==> src/rtl/cram_read_streamer.sv <==
// Sequences block reads from one CRAM port and re-times the returning data into
// a gap-free valid/data/last stream for the downstream swizzle buffers.
module cram_read_streamer #(
  parameter int DWIDTH      = 40,
  parameter int AWIDTH      = 9,
  parameter int RD_LATENCY  = 1,
  parameter int BLOCK_WORDS = 40,
  parameter int NBLK_WIDTH  = 7
) (
  input  logic                  clk,
  input  logic                  reset,
  input  logic                  start,
  input  logic [AWIDTH-1:0]     start_addr,
  input  logic [NBLK_WIDTH-1:0] num_blocks,
  input  logic                  pause,
  output logic                  busy,
  output logic                  done,
  output logic [AWIDTH-1:0]     ram_addr,
  output logic                  ram_re,
  input  logic [DWIDTH-1:0]     ram_rdata,
  output logic                  data_valid,
  output logic [DWIDTH-1:0]     ram_data_out,
  output logic                  ram_data_last
);

  localparam int TWIDTH = NBLK_WIDTH + 6;

  typedef enum logic [1:0] {S_IDLE, S_ISSUE, S_DRAIN, S_DONE} state_t;

  state_t                  state_r;
  logic [AWIDTH-1:0]       addr_r;
  logic [TWIDTH-1:0]       total_r;
  logic [TWIDTH-1:0]       count_r;
  logic                    busy_r;
  logic                    done_r;
  logic [RD_LATENCY-1:0]   tag_v_r;
  logic [RD_LATENCY-1:0]   tag_l_r;
  logic                    dv_r;
  logic                    last_r;
  logic [DWIDTH-1:0]       data_r;
  logic                    issue_s;
  logic                    issue_last_s;

  // pause must suppress the read in the same cycle, so the read strobe is decoded from state
  assign issue_s      = (state_r == S_ISSUE) && !pause;
  assign issue_last_s = issue_s && (count_r == (total_r - TWIDTH'(1)));

  assign ram_re        = issue_s;
  assign ram_addr      = addr_r;
  assign busy          = busy_r;
  assign done          = done_r;
  assign data_valid    = dv_r;
  assign ram_data_out  = data_r;
  assign ram_data_last = last_r;

  // Command FSM: address/count sequencing and busy/done handshake
  always_ff @(posedge clk or posedge reset) begin
    if (reset) begin
      state_r <= S_IDLE;
      addr_r  <= {AWIDTH{1'b0}};
      total_r <= {TWIDTH{1'b0}};
      count_r <= {TWIDTH{1'b0}};
      busy_r  <= 1'b0;
      done_r  <= 1'b0;
    end else begin
      case (state_r)
        S_IDLE: begin
          done_r <= 1'b0;
          if (start) begin
            if (num_blocks != {NBLK_WIDTH{1'b0}}) begin
              addr_r  <= start_addr;
              total_r <= TWIDTH'(num_blocks) * TWIDTH'(BLOCK_WORDS);
              count_r <= {TWIDTH{1'b0}};
              busy_r  <= 1'b1;
              state_r <= S_ISSUE;
            end else begin
              done_r  <= 1'b1;
              state_r <= S_DONE;
            end
          end else begin
            state_r <= S_IDLE;
          end
        end
        S_ISSUE: begin
          if (issue_s) begin
            addr_r  <= addr_r + AWIDTH'(1);
            count_r <= count_r + TWIDTH'(1);
            if (issue_last_s) begin
              state_r <= S_DRAIN;
            end else begin
              state_r <= S_ISSUE;
            end
          end else begin
            state_r <= S_ISSUE;
          end
        end
        S_DRAIN: begin
          // the tagged last word leaving the output register means nothing is left in flight
          if (dv_r && last_r) begin
            busy_r  <= 1'b0;
            done_r  <= 1'b1;
            state_r <= S_DONE;
          end else begin
            state_r <= S_DRAIN;
          end
        end
        S_DONE: begin
          busy_r  <= 1'b0;
          done_r  <= 1'b0;
          state_r <= S_IDLE;
        end
        default: begin
          busy_r  <= 1'b0;
          done_r  <= 1'b0;
          state_r <= S_IDLE;
        end
      endcase
    end
  end

  // Tag pipe: {valid, last} travels alongside each read for RD_LATENCY cycles
  always_ff @(posedge clk or posedge reset) begin
    if (reset) begin
      tag_v_r <= {RD_LATENCY{1'b0}};
      tag_l_r <= {RD_LATENCY{1'b0}};
    end else begin
      tag_v_r[0] <= issue_s;
      tag_l_r[0] <= issue_last_s;
      for (int i = 1; i < RD_LATENCY; i++) begin
        tag_v_r[i] <= tag_v_r[i-1];
        tag_l_r[i] <= tag_l_r[i-1];
      end
    end
  end

  // Output register: captures read data at pipe exit, holds it between valid words
  always_ff @(posedge clk or posedge reset) begin
    if (reset) begin
      dv_r   <= 1'b0;
      last_r <= 1'b0;
      data_r <= {DWIDTH{1'b0}};
    end else begin
      dv_r   <= tag_v_r[RD_LATENCY-1];
      last_r <= tag_l_r[RD_LATENCY-1];
      if (tag_v_r[RD_LATENCY-1]) begin
        data_r <= ram_rdata;
      end else begin
        data_r <= data_r;
      end
    end
  end

endmodule

==> config.mk <==
export PLATFORM = sky130hd
export DESIGN_NAME = cram_read_streamer
export DESIGN_NICKNAME = d
export VERILOG_FILES = /design/src/rtl/cram_read_streamer.sv
export SDC_FILE = /design/constraint.sdc
export NUM_CORES = 1
export LEC_CHECK = 0
export ABC_AREA = 0
export CAP_MARGIN = 10
export CORE_MARGIN = 4
export CORE_UTILIZATION = 51
export CTS_CLUSTER_SIZE = 20
export DETAILED_ROUTE_END_ITERATION = 10
export PLACE_DENSITY = 0.95
export SLEW_MARGIN = 25
export SYNTH_ARGS = -nofsm -noshare
export SYNTH_HDL_FRONTEND = slang
export SYNTH_SLANG_ARGS = --single-unit
==> constraint.sdc <==
create_clock -name clk -period 4.2 [get_ports clk]
set_clock_uncertainty 0.15 [all_clocks]
set_input_delay 0.84 -clock clk [delete_from_list [all_inputs] [get_ports clk]]
set_output_delay 0.84 -clock clk [all_outputs]
set_load 0.005 [all_outputs]
* Word level (Yosys, flattened, before mapping)
Cells that the tools add are included.
Cells by class: multiply operators 1, add/sub/neg operators 3, multiplexer cells 22, reduce and logical (&&, ||, !) cells 12, eq/ne operators 8
Operators with widths (number):
- $mux W13 | 3
- $mux W9 | 3
- $pmux W13 S2 | 1
- $pmux W9 S2 | 1
- $add A13 B1 Y13 const B | 1
- $eq A13 B13 Y1 | 1
- $sub A13 B1 Y13 const B | 1
- $mul A7 B3 Y10 const B | 1
- $add A9 B1 Y9 const B | 1
- $mux W2 | 4
- $ne A2 B2 Y1 const B | 4
- $pmux W2 S4 | 1
- $reduce_and A4 Y1 | 2
- $mux W1 | 7
- $reduce_bool A7 Y1 | 1
- $pmux W1 S3 | 2
- $eq A2 B2 Y1 const B | 2
- $logic_and A1 B1 Y1 | 3
- $reduce_and A3 Y1 | 1
- $reduce_bool A3 Y1 | 1
- $eq A2 B1 Y1 const B | 1
- $logic_not A2 Y1 | 1
- $reduce_and A2 Y1 | 1
- $reduce_bool A2 Y1 | 1
- $logic_not A1 Y1 | 1
Storage, ports and cells: output and inout port bits 54, bits of input ports 60, word-level logic and storage cells 57, flip-flop bits (word level) 80

* Depth between registers and ports, before layout
depth after elaboration 6, depth in mapped cells 8, depth with buffers taken out 8

* Least setup slack after synthesis
OpenSTA, ideal clock, no wires.
path kind input port to flip-flop, from input port num_blocks[1], to register total_r[12], buffers on the path 0, data required time 3.924 ns, setup slack 1.582 ns, library setup time 0.126 ns, stages on the path 8, arrival 2.342 ns, cells stage by stage ha_1 ha_1 fa_1 a21o_1 a21oi_1 nor2b_1 o21ai_0 o21ai_0
On the way: longest elaborated chain between the ends 2, elaborated cells between the ends (all ways) 3, classes of those cells mul (1); reduce/logical (2)
RTL lines:
- from (decl) | line 14 | input logic [NBLK_WIDTH-1:0] num_blocks,
- branches (longest 2 deep; another with $mul A7 B3 Y10)
- to (signal assigned) | line 61 | total_r <= {TWIDTH{1'b0}};
- to (signal assigned) | line 72 | total_r <= TWIDTH'(num_blocks) * TWIDTH'(BLOCK_WORDS);
- to (decl) | line 32 | logic [TWIDTH-1:0] total_r;
Parallel ways; which one is timed is not known. A chain may end at the register's enable or synchronous reset.

* Worst setup path after layout
from input port pause, to output port ram_re
On the way: longest elaborated chain between the ends 2
RTL lines:
- from (decl) | line 15 | input logic pause,
- $logic_not A1 Y1 | line 45 | assign issue_s = (state_r == S_ISSUE) && !pause;
- $logic_and A1 B1 Y1 | line 45
- to (decl) | line 19 | output logic ram_re,
No other way between the ends.

==> impl_metrics.csv <==
group,metric,value,unit
run_status,status,"finished, final reports clean",
synth,synthCells,348,
cells_and_area,multi_input_area,1793,µm²
sta,rsz0062_at_grt,"false",
placed_design,hpwl,7221,µm
cells_and_area,mostFrequentLayoutCells,"113 x clkdlybuf4s50_1, 80 x dfrtp_1, 42 x mux2_2",
worst_hold_path,hp-class,"flip-flop to flip-flop",
clock_network,cts.path.max_buffers,2,
synth,ys_async_sr_fraction,1.000,
cells_and_area,register_area,2002,µm²
floorplanning,design.portCount,114,
setup_path,critPathArrivalTime,2.45,ns
floorplanning,start_util,0.5279,
placed_design,io_buffers,113,
cells_and_area,drive_above_1_share,0.1567,
route,drtIter0Drc,118,
setup_path,critPathTopFamily,"buffers and inverters",
floorplanning,die-area,9046,µm²
cells_and_area,synthToLayoutAreaGrowth,36.21,%
route,vias,3077,
route,viasPerCell,5.446,
synth,synth_edf_count,0,
synth,synth_top_area_frac,0.5173,
route,post_drt_wl_per_cell,16.56,µm
global_route,grt_first_pass_wirelength,14940,µm
setup_path,crit_path_max_incr_delay,0.62,ns
floorplanning,die_y,95.11,µm
flow_run,maxCapViolCount,0,
cells_and_area,fin_area,5271,µm²
pwr,p_leak,2.242,nW
global_route,grt_pass1_vias,3069,
floorplanning,placeableCoreArea,7331,µm²
setup_path,crit_required,3.21,ns
global_route,grt_use_total,0.2145,
synth,ys_warn_count,0,
sta,fmax,291.0,MHz
route,dr.pass1.iters,4,
sta,finalCritPeriodShare,0.8182,
floorplanning,rows,31,
placed_design,dpl_cell_area,5079,µm²
clock_network,cts_setup_buffers,0,
setup_path,worst_setup_path_start_kind,"input pin",
synth,synth_area,3870,µm²
setup_path,cp_num_buf_inv,2,
sta,setup-tns-final,0,ns
cells_and_area,fin_cells,565,
synth,syn_nets,422,
sta,setup_viol,0,
clock_network,cts_hold_buf,0,
synth,ys_top_cells_by_area,"dfrtp_1 52%, mux2_2 12%, ha_1 4.2%",
cells_and_area,fillers,486,
route,final_antenna_net_count,0,
clock_network,cts_tree,"built",
setup_path,cpMaxStageDelayCell,"clkdlybuf4s50_1",
clock_network,cts_resized,0,
sta,slew_headroom,0.5211,
setup_path,worstSetupPathType,"input pin to output port",
cells_and_area,final_common_cell,"clkdlybuf4s50_1",
synth,synth_top_area_cell,"dfrtp_1",
floorplanning,die_x,95.11,µm
clock_network,numCtsBuffers,9,
setup_path,end_kind,"output port",
sta,worst_pin_slew,0.7176,ns
synth,synth_cell_types,46,
pwr,peakVddDrop,0.0002645,V
setup_path,path_cells,"clkdlybuf4s50_1 > nor3b_1 > clkdlybuf4s50_1",
synth,synth_seq_cells,80,
pwr,power_density,409.5,nW/µm²
clock_network,cts_max_level,3,
global_route,overflow,0,
sta,final_max_slew_viol_count,0,
route,drt_wl_total,9355,µm
route,drc,0,
setup_path,cp_max_fo,5,
sta,fin_crit,3.437,ns
global_route,antenna_found_initial,0,
clock_network,clk_latency,0.35,ns
placed_design,gp_congestion,0.8417,
global_route,grt_max_degree,81,
clock_network,clockRootBuffer,"clkbuf_8",
cells_and_area,num-nets-final,535,
clock_network,cts_num_sinks,80,
synth,synth_seq_area_share,0.5173,
sta,hold-worst-slack,0.2034,ns
synth,synthFlopType,"dfrtp_1",
sta,hold_viol,0,
placed_design,dpl.cell_count,549,
synth,syn_area_per_cell,11.12,µm²
clock_network,clk_pin_slew,0.08,ns
setup_path,path_common_cell,"clkdlybuf4s50_1",
cells_and_area,antenna_cells,0,
-- report_power, final --
group          total (mW)  internal [mW]  switching [mW]
registers            1.03          0.900           0.134
clock network       0.511          0.220           0.290
logic               0.614          0.365           0.249
-- worst reg2reg max path, cell delays in order (launching register included) --
cell and delay (ns):
dfrtp_1 0.52, nand2b_1 0.37, nor3b_2 0.29, nand4_1 0.17
or4_4 0.51, a2111oi_2 0.55, nor2_1 0.11
-- stage by stage --
| step | utilization | setup slack, ns | power (mW) |
|---|---|---|---|
| 2_1_floorplan | - | 1.158 | 1.329 |
| 3_3_place_gp | 0.6928 | 0.8024 | 1.619 |
| 3_5_place_dp | 0.6928 | 0.7039 | 1.661 |
| 4_1_cts | 0.7174 | 0.7631 | 2.173 |
| 5_1_grt | 0.7191 | 0.6342 | 2.293 |
| 6_report | 0.7191 | 0.7634 | 2.158 |
-- cells by family (layout without fill, tap and decap cells) --
group / count (synthesis) / in the layout / synth area share
muxes: 44 / 44 / 0.1274
buffers and inverters: 19 / 137 / 0.02166
adders and majority gates: 14 / 14 / 0.04720
xor gates and xnor gates: 27 / 27 / 0.06111
DFF: 80 / 80 / 0.5173
and+or+nand+nor: 109 / 109 / 0.1410
AOI/OAI and AO/OA: 55 / 55 / 0.08439
-- sequential cells by signal, summed over array words and instances (netlist names) --
name,count
tag_v_r,1
count_r,13
done,1
state_r,2
tag_l_r,1
ram_data_out,40
total_r,10
busy,1
ram_addr,9
data_valid,1
ram_data_last,1
-- final cells by class --
type | count | area share
Sequential cell | 80 | 0.3798
Multi-Input combinational cell | 249 | 0.3401
Timing Repair Buffer | 115 | 0.2181
Clock buffer | 9 | 0.02350
Tap cell | 99 | 0.02350
Clock inverter | 7 | 0.01068
Inverter | 6 | 0.004272
-- cells in the mapped netlist, types with 2 or more instances --
cell type and count:
a21o_1 4, a21oi_1 21, and3_1 3, and3_2 2, buf_1 3, clkbuf_1 7
dfrtp_1 80, ha_1 13, inv_1 6, mux2_2 42, mux2i_1 2, nand2_1 33
nand2b_1 3, nand3_1 13, nand4_1 3, nor2_1 24, nor2b_1 5, nor3_1 5
nor3b_1 2, nor4_1 4, nor4b_1 2, o21ai_0 20, o22ai_1 2, or2_2 2
xnor2_1 12, xor2_1 15
-- path summary, 6_finish.rpt --
| check | slack [ns] | endpoint | cells past startpoint | start |
|---|---|---|---|---|
| hold / removal | 0.20 | ram_data_last | 0 | tag_l_r |
| setup reg to reg | 1.39 | state_r[0] | 6 | state_r[1] |
| max in group asynchronous | 2.58 | total_r[6] | 3 | reset |
| setup / recovery | 0.76 | ram_re | 3 | pause |
| hold reg to reg | 0.20 | ram_data_last | 0 | tag_l_r |
| min in group asynchronous | 0.83 | ram_data_out[2] | 3 | reset |
-- metal layers --
layer | track usage | up-vias | part of all wire
met4 | 0.06731 | 0 | 0.0098
li1 | - | 1448 | -
met2 | 0.3621 | 125 | 0.50
met5 | 0 | - | 0
met3 | 0.06630 | 12 | 0.083
met1 | 0.2628 | 1492 | 0.41
Note: power is estimated with default switching activity, not from simulation.
